==> config.mk <==
export PLATFORM = sky130hd
export DESIGN_NAME = uart_tx_fifo
export DESIGN_NICKNAME = d
export VERILOG_FILES = /design/src/rtl/uart_pkg.sv /design/src/rtl/sync_fifo.sv /design/src/rtl/uart_tx_fifo.sv
export SDC_FILE = /design/constraint.sdc
export NUM_CORES = 1
export LEC_CHECK = 0
export ABC_AREA = 1
export BUFFER_PORTS_ARGS = -buffer_cell sky130_fd_sc_hd__buf_2
export CAP_MARGIN = 25
export CORE_UTILIZATION = 55
export CTS_CLUSTER_DIAMETER = 200
export DETAILED_ROUTE_END_ITERATION = 8
export HOLD_SLACK_MARGIN = 0.08
export MAX_ROUTING_LAYER = met4
export PLACE_DENSITY = 0.76
export SLEW_MARGIN = 20
export SYNTH_ARGS = -nofsm -noshare
export SYNTH_HDL_FRONTEND = slang
export SYNTH_SLANG_ARGS = --single-unit
==> constraint.sdc <==
create_clock -name clk -period 3.15 [get_ports clk]
set_input_delay 0 -clock clk [delete_from_list [all_inputs] [get_ports clk]]
set_output_delay 0 -clock clk [all_outputs]
set_load 0.01 [all_outputs]
==> src/rtl/uart_pkg.sv <==
// Shared UART definitions: frame geometry, default baud divider and the TX/RX FSM state types.
package uart_pkg;

  // 27 MHz / 115200 baud
  localparam int unsigned DefaultDelayFrames = 234;

  // 8N1 frame: one start bit, eight data bits, one stop bit
  localparam int unsigned FrameDataBits = 8;
  localparam int unsigned FrameBits     = 10;

  // Baud counter width; covers dividers up to 8191
  localparam int unsigned BaudCntW = 13;

  typedef enum logic [1:0] {
    StIdle,
    StStart,
    StData,
    StStop
  } tx_state_e;

  typedef enum logic [1:0] {
    RxIdle,
    RxStart,
    RxData,
    RxStop
  } rx_state_e;

endpackage

==> src/rtl/sync_fifo.sv <==
// Synchronous FIFO with extra-MSB pointers.
// Ports:
//   clk, reset_n   clock, asynchronous active-low reset
//   push_i, din_i  write request and data (ignored when full)
//   pop_i          read request (ignored when empty)
//   dout_o         combinational head of the queue
//   full_o/empty_o occupancy flags
//   count_o        occupancy, 0..Depth
module sync_fifo #(
  parameter int unsigned Width = 8,
  parameter int unsigned Depth = 4
) (
  input  logic                     clk,
  input  logic                     reset_n,
  input  logic                     push_i,
  input  logic                     pop_i,
  input  logic [Width-1:0]         din_i,
  output logic [Width-1:0]         dout_o,
  output logic                     full_o,
  output logic                     empty_o,
  output logic [$clog2(Depth):0]   count_o
);

  localparam int unsigned AddrW = $clog2(Depth);

  logic [AddrW:0]     wr_ptr_q, wr_ptr_d;
  logic [AddrW:0]     rd_ptr_q, rd_ptr_d;
  logic [Width-1:0]   mem_q [Depth];
  logic               push_en;
  logic               pop_en;

  // Same index with differing wrap bit means the writer is a full lap ahead.
  assign full_o  = (wr_ptr_q[AddrW] != rd_ptr_q[AddrW]) &&
                   (wr_ptr_q[AddrW-1:0] == rd_ptr_q[AddrW-1:0]);
  assign empty_o = (wr_ptr_q == rd_ptr_q);
  assign count_o = wr_ptr_q - rd_ptr_q;
  assign dout_o  = mem_q[rd_ptr_q[AddrW-1:0]];

  assign push_en = push_i && !full_o;
  assign pop_en  = pop_i && !empty_o;

  always_comb begin
    wr_ptr_d = wr_ptr_q + {{AddrW{1'b0}}, push_en};
    rd_ptr_d = rd_ptr_q + {{AddrW{1'b0}}, pop_en};
  end

  always_ff @(posedge clk or negedge reset_n) begin
    if (!reset_n) begin
      wr_ptr_q <= '0;
      rd_ptr_q <= '0;
    end else begin
      wr_ptr_q <= wr_ptr_d;
      rd_ptr_q <= rd_ptr_d;
    end
  end

  // Storage needs no reset; the pointers define what is valid.
  always_ff @(posedge clk) begin
    if (push_en) begin
      mem_q[wr_ptr_q[AddrW-1:0]] <= din_i;
    end
  end

endmodule

==> src/rtl/uart_tx_fifo.sv <==
// Buffered 8N1 UART transmitter. Bytes pushed over valid/ready are queued in a sync_fifo and
// serialised LSB first at DelayFrames clk cycles per bit. Back-to-back frames have no idle gap.
// Ports:
//   clk, reset_n   clock, asynchronous active-low reset (aborts any frame, flushes the queue)
//   in_data_i      byte to transmit
//   in_valid_i     in_data_i valid
//   in_ready_o     FIFO not full; push when in_valid_i && in_ready_o
//   uart_tx_o      serial line, idles high, driven from a flop
//   tx_busy_o      frame in progress or bytes queued
//   fifo_count_o   queue occupancy, 0..FifoDepth
module uart_tx_fifo
  import uart_pkg::*;
#(
  parameter int unsigned DelayFrames = DefaultDelayFrames,
  parameter int unsigned FifoDepth   = 4
) (
  input  logic                         clk,
  input  logic                         reset_n,
  input  logic [7:0]                   in_data_i,
  input  logic                         in_valid_i,
  output logic                         in_ready_o,
  output logic                         uart_tx_o,
  output logic                         tx_busy_o,
  output logic [$clog2(FifoDepth):0]   fifo_count_o
);

  tx_state_e             state_q, state_d;
  logic [BaudCntW-1:0]   baud_q, baud_d;
  logic [2:0]            bit_q, bit_d;
  logic [7:0]            shift_q, shift_d;
  logic                  tx_q, tx_d;

  logic                  pop;
  logic                  fifo_full;
  logic                  fifo_empty;
  logic [7:0]            fifo_dout;
  logic                  baud_last;

  sync_fifo #(
    .Width (8),
    .Depth (FifoDepth)
  ) u_fifo (
    .clk     (clk),
    .reset_n (reset_n),
    .push_i  (in_valid_i),
    .pop_i   (pop),
    .din_i   (in_data_i),
    .dout_o  (fifo_dout),
    .full_o  (fifo_full),
    .empty_o (fifo_empty),
    .count_o (fifo_count_o)
  );

  assign in_ready_o = !fifo_full;
  assign tx_busy_o  = (state_q != StIdle) || !fifo_empty;
  assign uart_tx_o  = tx_q;
  assign baud_last  = (baud_q == BaudCntW'(DelayFrames - 1));

  always_comb begin
    state_d = state_q;
    baud_d  = baud_q;
    bit_d   = bit_q;
    shift_d = shift_q;
    pop     = 1'b0;

    unique case (state_q)
      StIdle: begin
        if (!fifo_empty) begin
          pop     = 1'b1;
          shift_d = fifo_dout;
          baud_d  = '0;
          state_d = StStart;
        end
      end
      StStart: begin
        if (baud_last) begin
          baud_d  = '0;
          bit_d   = '0;
          state_d = StData;
        end else begin
          baud_d = baud_q + BaudCntW'(1);
        end
      end
      StData: begin
        if (baud_last) begin
          baud_d = '0;
          if (bit_q == 3'(FrameDataBits - 1)) begin
            state_d = StStop;
          end else begin
            bit_d   = bit_q + 3'd1;
            shift_d = {1'b0, shift_q[7:1]};
          end
        end else begin
          baud_d = baud_q + BaudCntW'(1);
        end
      end
      StStop: begin
        if (baud_last) begin
          baud_d = '0;
          // Chain straight into the next frame when more bytes are waiting.
          if (!fifo_empty) begin
            pop     = 1'b1;
            shift_d = fifo_dout;
            state_d = StStart;
          end else begin
            state_d = StIdle;
          end
        end else begin
          baud_d = baud_q + BaudCntW'(1);
        end
      end
      default: state_d = StIdle;
    endcase

    // Line level is a function of the next state so it changes on the same edge as the FSM.
    unique case (state_d)
      StStart: tx_d = 1'b0;
      StData:  tx_d = shift_d[0];
      default: tx_d = 1'b1;
    endcase
  end

  always_ff @(posedge clk or negedge reset_n) begin
    if (!reset_n) begin
      state_q <= StIdle;
      baud_q  <= '0;
      bit_q   <= '0;
      shift_q <= '0;
      tx_q    <= 1'b1;
    end else begin
      state_q <= state_d;
      baud_q  <= baud_d;
      bit_q   <= bit_d;
      shift_q <= shift_d;
      tx_q    <= tx_d;
    end
  end

endmodule

; ---- Word level (Yosys, flattened, before mapping)
; Memory sizes are Yosys's and may differ from the RTL's.
; Index checks and enable logic that the tools add are counted.
[word_totals]
register_bits = 33
wordCells = 67
memories = 1
ramBits = 32
output_inout_bits = 6
input_bits = 11
[op_classes]
add_sub_neg = 5
n_reduce_logical = 13
eq_ne = 15
n_mux = 25
[mem_list]
columns = memory, words, width, rd, rd_ports_with_merged_regs, write_ports, line_no
row1 = u_fifo.mem_q, 4, 8, 1, 0, 1, sync_fifo.sv:28  ; logic [Width-1:0] mem_q [Depth];
[op_table]
columns = operator, count
row1 = 2-to-1 mux 8 bit, 4
row2 = 2-to-1 mux 13 bit, 2
row3 = case mux 13 bit (2 select lines), 1
row4 = case mux 8 bit (3 select lines), 1
row5 = adder 13 x 1 -> 13 bit (second input constant), 1
row6 = equality test 13 x 8 -> 1 bit (second input constant), 1
row7 = 2-to-1 mux 2 bit, 5
row8 = != test 2 bit (second input constant), 5
row9 = 2-to-1 mux 3 bit, 3
row10 = case mux 2 bit (4 select lines), 1
row11 = AND reduction 4 bit, 2
row12 = adder 3 x 1 -> 3 bit, 2
row13 = equality test 2 bit (second input constant), 3
row14 = case mux 3 bit (2 select lines), 1
row15 = 2-to-1 mux 1 bit, 5
row16 = equality test 2 x 1 -> 1 bit (second input constant), 2
row17 = case mux 1 bit (2 select lines), 2
row18 = nonzero test 2 bit, 2
row19 = adder 3 x 1 -> 3 bit (second input constant), 1
row20 = equality test 3 bit, 1
row21 = equality test 3 bit (second input constant), 1
row22 = logical AND 1 bit, 3
row23 = nonzero test 3 bit, 1
row24 = OR reduction 3 bit, 1
row25 = other kinds (6), 7

; ---- Logic depth before layout (Yosys ltp)
[logic_depth]
depth_word = 6
mapped_depth = 13
mapped_depth_nobuf = 12

; ---- Cells and area by module
; Synthesis repeated with hierarchy kept, for this count alone.
[unflattened]
cells_unflattened = 356
area_unflattened_um2 = 3353.2
[by_module_without_submodules]
columns = module, area_per_inst_um2, cells_per_inst, seq_area_each_um2, instances
row1 = uart_tx_fifo, 1700.4, 220, 676.9, 1
row2 = sync_fifo, 1652.8, 136, 1111.1, 1

; ---- Worst setup path after synthesis
; No wires, ideal clock.
[synth_path]
path_kind = flip-flop to flip-flop
start = reg u_fifo.rd_ptr_q[1]
end = mem u_fifo.mem_q[0][0] (enable)
required_time_ps = 2767
setup_time_ps = 383
stages_incl_launch_ff = 9
period_less_slack_ps = 2383
setup_slack_ps = 767
t_arrival_ps = 2000
path_buffers = 1
cell_sequence = dfrtp_1 -> buf_2 -> clkinv_1 -> ha_1 -> nand2_1 -> inv_1 -> nand2_1 -> nand2_1 -> nor3_1
[synth_via]
elab_chain_cells = 6
[synth_rtl]
columns = item, line_no
row1 = from (decl), sync_fifo.sv:27  ; logic [AddrW:0] rd_ptr_q, rd_ptr_d;
row2 = from (signal assigned), sync_fifo.sv:53  ; rd_ptr_q <= rd_ptr_d;
row3 = equality test 2 bit, sync_fifo.sv:34  ; (wr_ptr_q[AddrW-1:0] == rd_ptr_q[AddrW-1:0]);
row4 = logical AND 1 bit, sync_fifo.sv:33  ; assign full_o = (wr_ptr_q[AddrW] != rd_ptr_q[AddrW]) &&
row5 = zero test 1 bit, -
row6 = via in_ready_o, uart_tx_fifo.sv:21  ; output logic in_ready_o,
row7 = logical AND 1 bit, sync_fifo.sv:39  ; assign push_en = push_i && !full_o;
row8 = 2-to-1 mux 1 bit, sync_fifo.sv:59  ; if (push_en) begin
row9 = 2-to-1 mux 1 bit (implied by the code), sync_fifo.sv:60  ; mem_q[wr_ptr_q[AddrW-1:0]] <= din_i;
row10 = to (decl), sync_fifo.sv:28
; The timed path passes the listed nets, and every way through them passes these cells.

; ---- Worst setup path in the final report
[layout_path]
start = reg u_fifo.rd_ptr_q[1]
end = out tx_busy_o
[layout_via]
elab_chain_cells = 3
[layout_rtl]
columns = item, line_no
row1 = equality test 3 bit, sync_fifo.sv:35  ; assign empty_o = (wr_ptr_q == rd_ptr_q);
row2 = zero test 1 bit, uart_tx_fifo.sv:55  ; assign tx_busy_o = (state_q != StIdle) || !fifo_empty;
row3 = logical OR 1 bit, uart_tx_fifo.sv:55
row4 = to (decl), uart_tx_fifo.sv:23  ; output logic tx_busy_o,
; Every way passes these cells.

==> results_dict.tcl <==
set metrics [dict create \
    diodes 0 \
    setup_tns_ps 0 \
    postRouteAntennaNets 0 \
    cp.required_ps 3150 \
    clkLatencyLatePin_ps 350 \
    async_flop_share_pct 50.77 \
    root_buffer "clkbuf_8" \
    status "finished, final reports clean" \
    rsz0062_at_grt "no" \
    ys.flop_type "edfxtp_1" \
    synth_enable_flop_cells 32 \
    cts_resized 0 \
    fin_ws_ps 445.4 \
    numCtsBuffers 9 \
    skew_ps 12.19 \
    synth.area.top_cells "edfxtp_1 (29%), dfrtp_1 (24%), nand2_1 (13%)" \
    worst-path-buf-inv 5 \
    coreArea_um2 5886 \
    synth_common_cells "nand2_1 (115), inv_1 (33), dfrtp_1 (32), edfxtp_1 (32), nand3_1 (29)" \
    utilization_pct 64.82 \
    timing_hold_violations_final 0 \
    gp_congestion 0.8407 \
    grt_overflow 0 \
    pre_cts_slack_ps 636.5 \
    cpMaxStageDelayCell "dfrtp_1" \
    hp-class "primary input to asynchronous set/reset pin" \
    grt_pass1_vias 2401 \
    synth_most_common_cell "nand2_1" \
    critPathMostFrequentCell "inv_1" \
    crit_family "buffers and inverters" \
    ys_ff_latch 65 \
    drv_slew 0 \
    max_stage_delay_ps 580 \
    register_area_um2 1788 \
    area_growth_pct 13.73 \
    tritoncts "done" \
    synth_cell_types 35 \
    setup_viol 0 \
    drtPass1Iterations 5 \
    grtUsageTotal_pct 24.17 \
    fmax_mhz 369.7 \
    nFillCells 479 \
    crit_type "register to primary output" \
    cp_max_fo 17 \
    vias 2538 \
    tightestPinTransition_ps 732.5 \
    synth_top_area_share_pct 28.65 \
    antenna_found_initial 0 \
    placed_area_um2 3538 \
    port_buffers 16 \
    netlist_area_um2 3354 \
    wirelength_mm 6.645 \
    path_cells "clkinv_1, ha_1, nand2_1, inv_1, nand3_2, buf_4, nor2_1, inv_1, buf_2" \
    start_util_pct 56.99 \
    via_per_inst 5.266 \
    crit_arrival_ps 2700 \
    synth.largest_area_cell "edfxtp_1" \
    synth_cells 366 \
    min_period_over_period_pct 85.86 \
    layout.cells.non_filler 482 \
    ys_seq_area_share_pct 53.30 \
    leakagePower_nw 1.755 \
    die_x_um 80.10 \
    syn_avg_cell_area_um2 9.165 \
    place_hpwl_mm 4.565 \
    power_density_nw_per_um2 826.5 \
    nNetsFinal 430 \
    dr.first_iter.drc_count 217 \
    slew_headroom_pct 51.16 \
    clock-sinks 65 \
    design_area_um2 3815 \
    multi_input_area_um2 1393 \
    wire_per_inst_um 13.79 \
    syn-num-nets 394 \
    max-cap-violations 0 \
    pin_count 17 \
    drc 0 \
    grt_max_degree 34 \
    clk_pin_slew_ps 80 \
    drive_gt1_share_pct 14.25 \
    dpl.cell_count 456 \
    endpoint_kind "primary output" \
    rows 28 \
    min_period_ps 2705 \
    clock_path_buffers 2 \
    grt_pass1_wl_mm 10.98 \
    vdd_drop_max_mv 0.5798 \
    yosys_warnings 0 \
    h-tree-depth 3 \
    startpoint_type "register" \
    die_y_um 80.10 \
    dieArea_um2 6415 \
]
-- layer usage --
| metal | routed length, um | GRT usage [%] |
|---|---|---|
| met5 | 0 | - |
| met4 | 112 | 8.036 |
| met3 | 238 | 6.932 |
| met2 | 3248 | 39.32 |
| met1 | 3045 | 29.03 |
-- sequential cells by signal, summed over array words and instances, names as in the netlist --
name,count
u_fifo.mem_q,32
u_fifo.rd_ptr_q,3
shift_q,8
state_q,2
baud_q,13
uart_tx_o,1
bit_q,3
u_fifo.wr_ptr_q,3
-- worst register-to-register path: stages, from the launching register on --
cell and delay (ps):
dfrtp_1 580, clkinv_1 340, ha_1 370, nand2_1 60
inv_1 50, nand3_2 60, inv_1 80, nor4_1 350
ha_1 220, ha_1 160, xor2_1 150
-- cells in the final DEF (no fill, tap or decap), types with 2 or more instances in the layout --
cell type / n
a22o_1: 2
clkbuf_8: 9
ha_1: 16
nor3_1: 6
buf_4: 5
nand4_1: 3
o22ai_1: 6
nor4_1: 2
nor2_1: 24
o21ai_0: 14
clkinv_1: 2
nor2_4: 3
nor2_2: 3
inv_1: 33
clkinv_4: 2
buf_2: 16
dfrtp_1: 32
o21ai_1: 5
nand2_2: 3
xor2_1: 6
inv_2: 5
o211ai_1: 6
a21oi_1: 3
nand2_1: 115
inv_6: 3
nand3_2: 2
nand3_1: 29
dlygate4sd3_1: 10
edfxtp_1: 32
-- cell families after synthesis --
logic type                 share of synthesized area, %
AOI/OAI and AO/OA                                 7.012
xor gates and xnor gates                          1.828
adders and majority gates                         6.565
buffers and inverters                             5.184
DFF                                               53.30
muxes                                            0.3357
and+or+nand+nor                                   25.77
-- through the flow --
| stage | power (mW) | hold slack [ps] |
|---|---|---|
| after floorplan | 2.142 | -295.6 |
| after global placement | 2.486 | 107.2 |
| after detailed placement | 2.520 | 113.8 |
| after CTS | 3.177 | 275.6 |
| after global routing | 3.410 | 341.0 |
| final | 3.153 | 243.7 |
-- final cells by class --
| type | count | area share, % |
|---|---|---|
| multi-input combinational | 256 | 36.50 |
| clock inverter | 7 | 1.378 |
| clock buffer | 9 | 3.247 |
| inverter | 39 | 3.837 |
| tap | 75 | 2.460 |
| timing repair buffer | 31 | 5.707 |
| sequential | 65 | 46.87 |
-- final timing paths --
| path | slack (ps) | depth (start not counted) | startpoint | endpoint |
|---|---|---|---|---|
| max in group asynchronous | 2430 | 2 | reset_n | baud_q[7]$_DFFE_PN0P_ |
| min reg2reg | 490 | 2 | shift_q[7]$_DFFE_PN0P_ | shift_q[7]$_DFFE_PN0P_ |
| max reg2reg | 650 | 10 | u_fifo.rd_ptr_q[1]$_DFF_PN0_ | u_fifo.rd_ptr_q[2]$_DFF_PN0_ |
| min in group clk | 400 | 2 | in_data_i[6] | u_fifo.mem_q[1][6]$_DFFE_PP_ |
| min | 240 | 2 | reset_n | bit_q[2]$_DFFE_PN0P_ |
| max | 450 | 9 | u_fifo.rd_ptr_q[1]$_DFF_PN0_ | tx_busy_o |
-- where the power goes --
part	internal (mW)	switching (mW)	leakage, nW
combinational	0.435	0.780	0.935
clock	0.292	0.356	0.0920
sequential	1.12	0.174	0.728
total	1.84	1.31	1.76
-- repair_timing --
item / in CTS / in global routing
endpoints found under the hold margin: 65 / 0
hold buffers: 10 / 0
buffers inserted: 0 / 0
(Power assumes the default switching activity.)
